**src/rtl/dmem_write_buffer.sv**
```systemverilog
// Store write buffer in front of DataMemory: in-order FIFO drain, youngest-match load forwarding.
// Optional macro WB_COALESCE_EN: a store to the youngest entry's address overwrites that entry in place.
module dmem_write_buffer #(
    parameter int DEPTH  = 4,
    parameter int ADDR_W = 6,
    parameter int DATA_W = 32
) (
    input  logic                       CLK,
    input  logic                       RST_N,
    input  logic                       ST_VALID,
    input  logic [ADDR_W-1:0]          ST_ADDR,
    input  logic [DATA_W-1:0]          ST_DATA,
    output logic                       ST_READY,
    input  logic                       LD_EN,
    input  logic [ADDR_W-1:0]          LD_ADDR,
    output logic [DATA_W-1:0]          LD_DATA,
    output logic                       LD_HIT,
    output logic [ADDR_W-1:0]          MEM_A,
    output logic                       MEM_WE,
    output logic [DATA_W-1:0]          MEM_WD,
    input  logic [DATA_W-1:0]          MEM_RD,
    output logic [$clog2(DEPTH+1)-1:0] COUNT,
    output logic                       EMPTY
);

    localparam int PTR_W = $clog2(DEPTH);
    localparam int CNT_W = $clog2(DEPTH+1);
    localparam logic [PTR_W-1:0] PTR_ONE = PTR_W'(1);
    localparam logic [CNT_W-1:0] CNT_ONE = CNT_W'(1);
    localparam logic [CNT_W-1:0] CNT_MAX = CNT_W'(DEPTH);

    logic [ADDR_W-1:0] addr_r [DEPTH];
    logic [DATA_W-1:0] data_r [DEPTH];
    logic [DEPTH-1:0]  valid_r;
    logic [DEPTH-1:0]  valid_nxt_s;
    logic [PTR_W-1:0]  head_r;
    logic [PTR_W-1:0]  tail_r;
    logic [PTR_W-1:0]  young_s;
    logic [CNT_W-1:0]  count_r;
    logic              empty_s;
    logic              full_s;
    logic              drain_s;
    logic              coal_hit_s;
    logic              enq_s;
    logic              coal_wr_s;
    logic [PTR_W-1:0]  fwd_idx_s;
    logic [PTR_W-1:0]  fwd_sel_s;
    logic              fwd_hit_s;
    logic              fwd_match_s;

    assign empty_s = (count_r == {CNT_W{1'b0}});
    assign full_s  = (count_r == CNT_MAX);
    assign drain_s = RST_N && !LD_EN && !empty_s;
    assign young_s = tail_r - PTR_ONE;

`ifdef WB_COALESCE_EN
    // An entry being retired this edge cannot absorb a new store; it must allocate instead.
    assign coal_hit_s = !empty_s && valid_r[young_s] && (addr_r[young_s] == ST_ADDR)
                        && !(drain_s && (young_s == head_r));
`else
    assign coal_hit_s = 1'b0;
`endif

    assign ST_READY  = RST_N && (!full_s || coal_hit_s);
    assign enq_s     = ST_VALID && ST_READY && !coal_hit_s;
    assign coal_wr_s = ST_VALID && ST_READY && coal_hit_s;
    assign COUNT     = count_r;
    assign EMPTY     = empty_s;

    // Memory port arbitration: a load owns the port, otherwise the head entry drains.
    always_comb begin
        MEM_A  = {ADDR_W{1'b0}};
        MEM_WE = 1'b0;
        MEM_WD = {DATA_W{1'b0}};
        if (!RST_N) begin
            MEM_A  = {ADDR_W{1'b0}};
            MEM_WE = 1'b0;
            MEM_WD = {DATA_W{1'b0}};
        end else if (LD_EN) begin
            MEM_A  = LD_ADDR;
            MEM_WE = 1'b0;
            MEM_WD = {DATA_W{1'b0}};
        end else if (!empty_s) begin
            MEM_A  = addr_r[head_r];
            MEM_WE = 1'b1;
            MEM_WD = data_r[head_r];
        end else begin
            MEM_A  = {ADDR_W{1'b0}};
            MEM_WE = 1'b0;
            MEM_WD = {DATA_W{1'b0}};
        end
    end

    // Forwarding: scan oldest to youngest so the last match found is the youngest.
    always_comb begin
        fwd_idx_s   = head_r;
        fwd_sel_s   = head_r;
        fwd_hit_s   = 1'b0;
        fwd_match_s = 1'b0;
        for (int i = 0; i < DEPTH; i++) begin
            fwd_idx_s   = head_r + PTR_W'(i);
            fwd_match_s = valid_r[fwd_idx_s] && (addr_r[fwd_idx_s] == LD_ADDR);
            fwd_sel_s   = fwd_match_s ? fwd_idx_s : fwd_sel_s;
            fwd_hit_s   = fwd_hit_s | fwd_match_s;
        end
        LD_HIT  = fwd_hit_s;
        LD_DATA = fwd_hit_s ? data_r[fwd_sel_s] : MEM_RD;
    end

    // Next valid mask: set the allocated slot, clear the retired one.
    always_comb begin
        valid_nxt_s = valid_r;
        if (enq_s) begin
            valid_nxt_s[tail_r] = 1'b1;
        end else begin
            valid_nxt_s[tail_r] = valid_r[tail_r];
        end
        if (drain_s) begin
            valid_nxt_s[head_r] = 1'b0;
        end else begin
            valid_nxt_s[head_r] = valid_nxt_s[head_r];
        end
    end

    // Pointers, occupancy and valid bits.
    always_ff @(posedge CLK) begin
        if (!RST_N) begin
            head_r  <= {PTR_W{1'b0}};
            tail_r  <= {PTR_W{1'b0}};
            count_r <= {CNT_W{1'b0}};
            valid_r <= {DEPTH{1'b0}};
        end else begin
            valid_r <= valid_nxt_s;
            if (enq_s) begin
                tail_r <= tail_r + PTR_ONE;
            end
            if (drain_s) begin
                head_r <= head_r + PTR_ONE;
            end
            case ({enq_s, drain_s})
                2'b10:   count_r <= count_r + CNT_ONE;
                2'b01:   count_r <= count_r - CNT_ONE;
                default: count_r <= count_r;
            endcase
        end
    end

    // Entry payload; gated by ST_READY, which is low during reset.
    always_ff @(posedge CLK) begin
        if (enq_s) begin
            addr_r[tail_r] <= ST_ADDR;
            data_r[tail_r] <= ST_DATA;
        end else if (coal_wr_s) begin
            data_r[young_s] <= ST_DATA;
        end
    end

endmodule

```
**config.mk**
```make
export PLATFORM = sky130hd
export DESIGN_NAME = dmem_write_buffer
export DESIGN_NICKNAME = d
export VERILOG_FILES = /design/src/rtl/dmem_write_buffer.sv
export SDC_FILE = /design/constraint.sdc
export NUM_CORES = 1
export LEC_CHECK = 0
export CAP_MARGIN = 5
export CORE_ASPECT_RATIO = 0.6
export CORE_UTILIZATION = 40
export CTS_CLUSTER_SIZE = 20
export DETAILED_ROUTE_END_ITERATION = 8
export DONT_BUFFER_PORTS = 1
export GPL_TIMING_DRIVEN = 0
export PLACE_DENSITY = 0.67
export SYNTH_ARGS = -nofsm -noshare
export SYNTH_HDL_FRONTEND = slang
export SYNTH_SLANG_ARGS = --single-unit
```
**constraint.sdc**
```tcl
create_clock -name CLK -period 5.2 [get_ports CLK]
set_clock_uncertainty 0.2 [all_clocks]
set_input_delay 1.04 -clock CLK [delete_from_list [all_inputs] [get_ports CLK]]
set_output_delay 1.04 -clock CLK [all_outputs]
set_load 0.01 [all_outputs]
```
==> metrics.txt <==
status finished, violations left; violations in the final reports negative setup slack; number of warnings reported in the yosys synthesis log 0; Mapped Nets roughly 720; total negative setup slack -9250 ps; number of antenna violations at the first check in global routing 0; met2 usage between 30% and 40%; fill cell count 1835; clock sink total approximately 170; reg2reg path depth 10; unique cell type count in the Yosys netlist about 50; sum of net half-perimeters after detailed placement roughly 19000 µm; worst min-delay path endpoint tail_r[1]; most common library cells after synthesis sky130_fd_sc_hd__edfxtp_1 (152), sky130_fd_sc_hd__mux4_2 (52), sky130_fd_sc_hd__clkbuf_1 (40), sky130_fd_sc_hd__inv_1 (40); Starting DRT DRC Count 556; arrival time of the worst setup path approximately 4300 ps; actual transition at the worst max-transition pin 946 ps; fmax approximately 0.18 GHz; number of maximum-capacitance constraint violations 0; met1 track demand over resource in global routing between 30% and 40%; hold depth 2; floorplan core area around 22000 µm²; width of the die between 150 and 200 µm; sequential fraction of the synthesis area 52.8%; cell at the root of the clock tree sky130_fd_sc_hd__clkbuf_16; type of destination of the critical path output pin; total of buffers placed on input and output ports 0; Cell Rows 42; Pwr Density approximately 300 nW/µm²; share of final-layout standard cells stronger than drive strength 1 a little over a third; average via count per standard cell 6.21; final wirelength between 20000 and 30000 µm; vias roughly 6200; post-synthesis instance area 9140 µm²; top area cells in the synthesized netlist sky130_fd_sc_hd__edfxtp_1 (50%), sky130_fd_sc_hd__mux4_2 (13%), sky130_fd_sc_hd__mux2_4 (4.1%), sky130_fd_sc_hd__o221a_1 (3.9%), sky130_fd_sc_hd__o2111ai_1 (3.2%); met3 usage under 10%; number of max-slew violations in the final report 0; Tot GR Track Use between 20 and 25%; number of flops mapped to enable cells by yosys ~150; antenna diode count 0; number of buffers between clock root and the deepest sink 2; nature of the critical path startpoint register; final non-filler cell area approximately 11000 µm²; worst hold path type reg -> reg; Die H 119 µm; cell type with the largest total area after synthesis sky130_fd_sc_hd__edfxtp_1; Area growth syn-to-layout 22.6%; worst flop-to-flop path endpoint COUNT[2]; maximum vdd drop roughly 0.22 mV; Clk pin slew, worst setup/hold paths around 70 ps; launch point of the worst hold path tail_r[1]; leakage component of the power about 3.9 nW; Detailed Routing Iterations Pass 1 7; clock insertion delay at the later pin of the skew report between 400 and 500 ps; Starting Density between 40% and 50%; most frequent cell after synthesis sky130_fd_sc_hd__edfxtp_1; global-route layer with the greatest usage met2; die area roughly 23000 µm²; Most used DFF post-synth sky130_fd_sc_hd__edfxtp_1; Synth top area share about half; reg2reg start COUNT[2]; crit path kind reg -> out; number of nets with antenna violations after detailed routing 0; critical path peak fanout 8; CTS Buf Count 17; largest net degree at the start of global routing 23; PnR worst setup slack -310 ps; setup violators final 32; setup slack, reg-to-reg around 2300 ps; Final Net Count around 780; Worst EP required ~4000 ps; routed wirelength normalized by instance count roughly 28 µm; Final min period about 5500 ps; Post-DP Area roughly 9600 µm²; RSZ-0062 raised after global routing true; Post-synth ARST share 0%; TritonCTS clock tree yes; post-route fraction of the period consumed by the critical path 106%; detailed-route DRC error count 0; smallest hold slack around 370 ps; Slew Limit Headroom 36.9%; first-pass GRT wire length a little over 40000 µm; H-tree lvl count 4; number of synthesized register bits approximately 170; average cell area after synthesis about 14 µm²; IO Pins roughly 160; placer congestion estimate between 0.8 and 0.9; via count of the first global-routing pass approximately 6400; final count of hold timing violations 0; Remaining Overflow, GRT 0; Mapped Cells roughly 630
[power breakdown]
group	switching (mW)	internal [mW]	leakage (nW)
Combinational	0.343	0.286	2.10
Sequential	0.0313	1.50	1.49
Clock	0.522	0.692	0.269
[cell usage in the layout (no fill, tap or decap), drive strengths merged, types with 21 or more instances in the layout]
master   instances
edfxtp         152
clkbuf          57
buf             53
mux4            52
inv             38
nand4           35
and3            34
mux2            33
o2111ai         33
o221a           32
xnor2           21
[flip-flops by register name (all words and copies together), names as in the netlist, named ones only]
signal,count
data_r,128
tail_r,2
addr_r,24
COUNT,3
valid_r,4
head_r,2
[cells by family after synthesis]
family,share of synthesized area (%)
AOI/OAI and AO/OA,9.67
xor gates and xnor gates,3.07
adders and majority gates,1.45
buffers and inverters,4.99
DFF,52.8
muxes,19.4
and+or+nand+nor,8.56
[critical path, cell delays in order, from the launching register on]
cell                         delay [ps]
sky130_fd_sc_hd__dfxtp_4            390
sky130_fd_sc_hd__buf_8              130
sky130_fd_sc_hd__clkinvlp_4         120
sky130_fd_sc_hd__ha_4               310
sky130_fd_sc_hd__buf_8              140
sky130_fd_sc_hd__mux4_2             530
sky130_fd_sc_hd__xnor2_2            190
sky130_fd_sc_hd__nand4_1            260
sky130_fd_sc_hd__or3_4              450
sky130_fd_sc_hd__o2111ai_4          110
sky130_fd_sc_hd__and3_4             430
sky130_fd_sc_hd__clkbuf_16          220
sky130_fd_sc_hd__mux2_4             310
sky130_fd_sc_hd__o221a_4            230
[through the flow]
step           util, %  total power, mW  setup slack [ps]  std cells
6_report          50.4             3.37              -310       1006
5_1_grt           50.4             3.47              -378       1006
4_1_cts           48.3             3.33              -348        990
3_5_place_dp      43.2             2.07              -919        946
3_3_place_gp      42.8             2.05              -806        942
2_1_floorplan        -             1.93              94.4        634
[what timing repair did]
action | CTS | global route
hold buffers | 0 | 0
setup endpoints to repair | 33 | 33
gates cloned | 2 | 3
buffers inserted | 11 | 16
gates resized for setup | 94 | 57
pin swaps | 7 | 10
[layer usage]
layer | vias up | part of all wire [%]
li1 | 2674 | -
met1 | 3243 | 45
met2 | 295 | 44
met3 | 31 | 9.4
met4 | 0 | 1.6
met5 | - | 0
[worst max-delay path by stage]
stage	start	endpoint	slack, ps	depth (start not counted)
global route	head_r[1]	LD_DATA[8]	-380	14
detailed placement	head_r[0]	LD_DATA[1]	-920	15
floorplan	head_r[0]	LD_DATA[10]	90	16
global placement	head_r[0]	LD_DATA[1]	-810	15
finish	head_r[1]	LD_DATA[24]	-310	13
CTS	head_r[0]	LD_DATA[21]	-350	17
[final cells by class]
cell class	count	area, µm²	area share [%]
Clock buffer	18	429	3.83
Sequential cell	165	4830	43.2
Inverter	41	161	1.44
Buffer	57	389	3.47
Multi-Input combinational cell	368	4480	40.0
Timing Repair Buffer	36	402	3.59
Clock inverter	13	116	1.04
Tap cell	308	385	3.44
(Power assumes the default switching activity.)
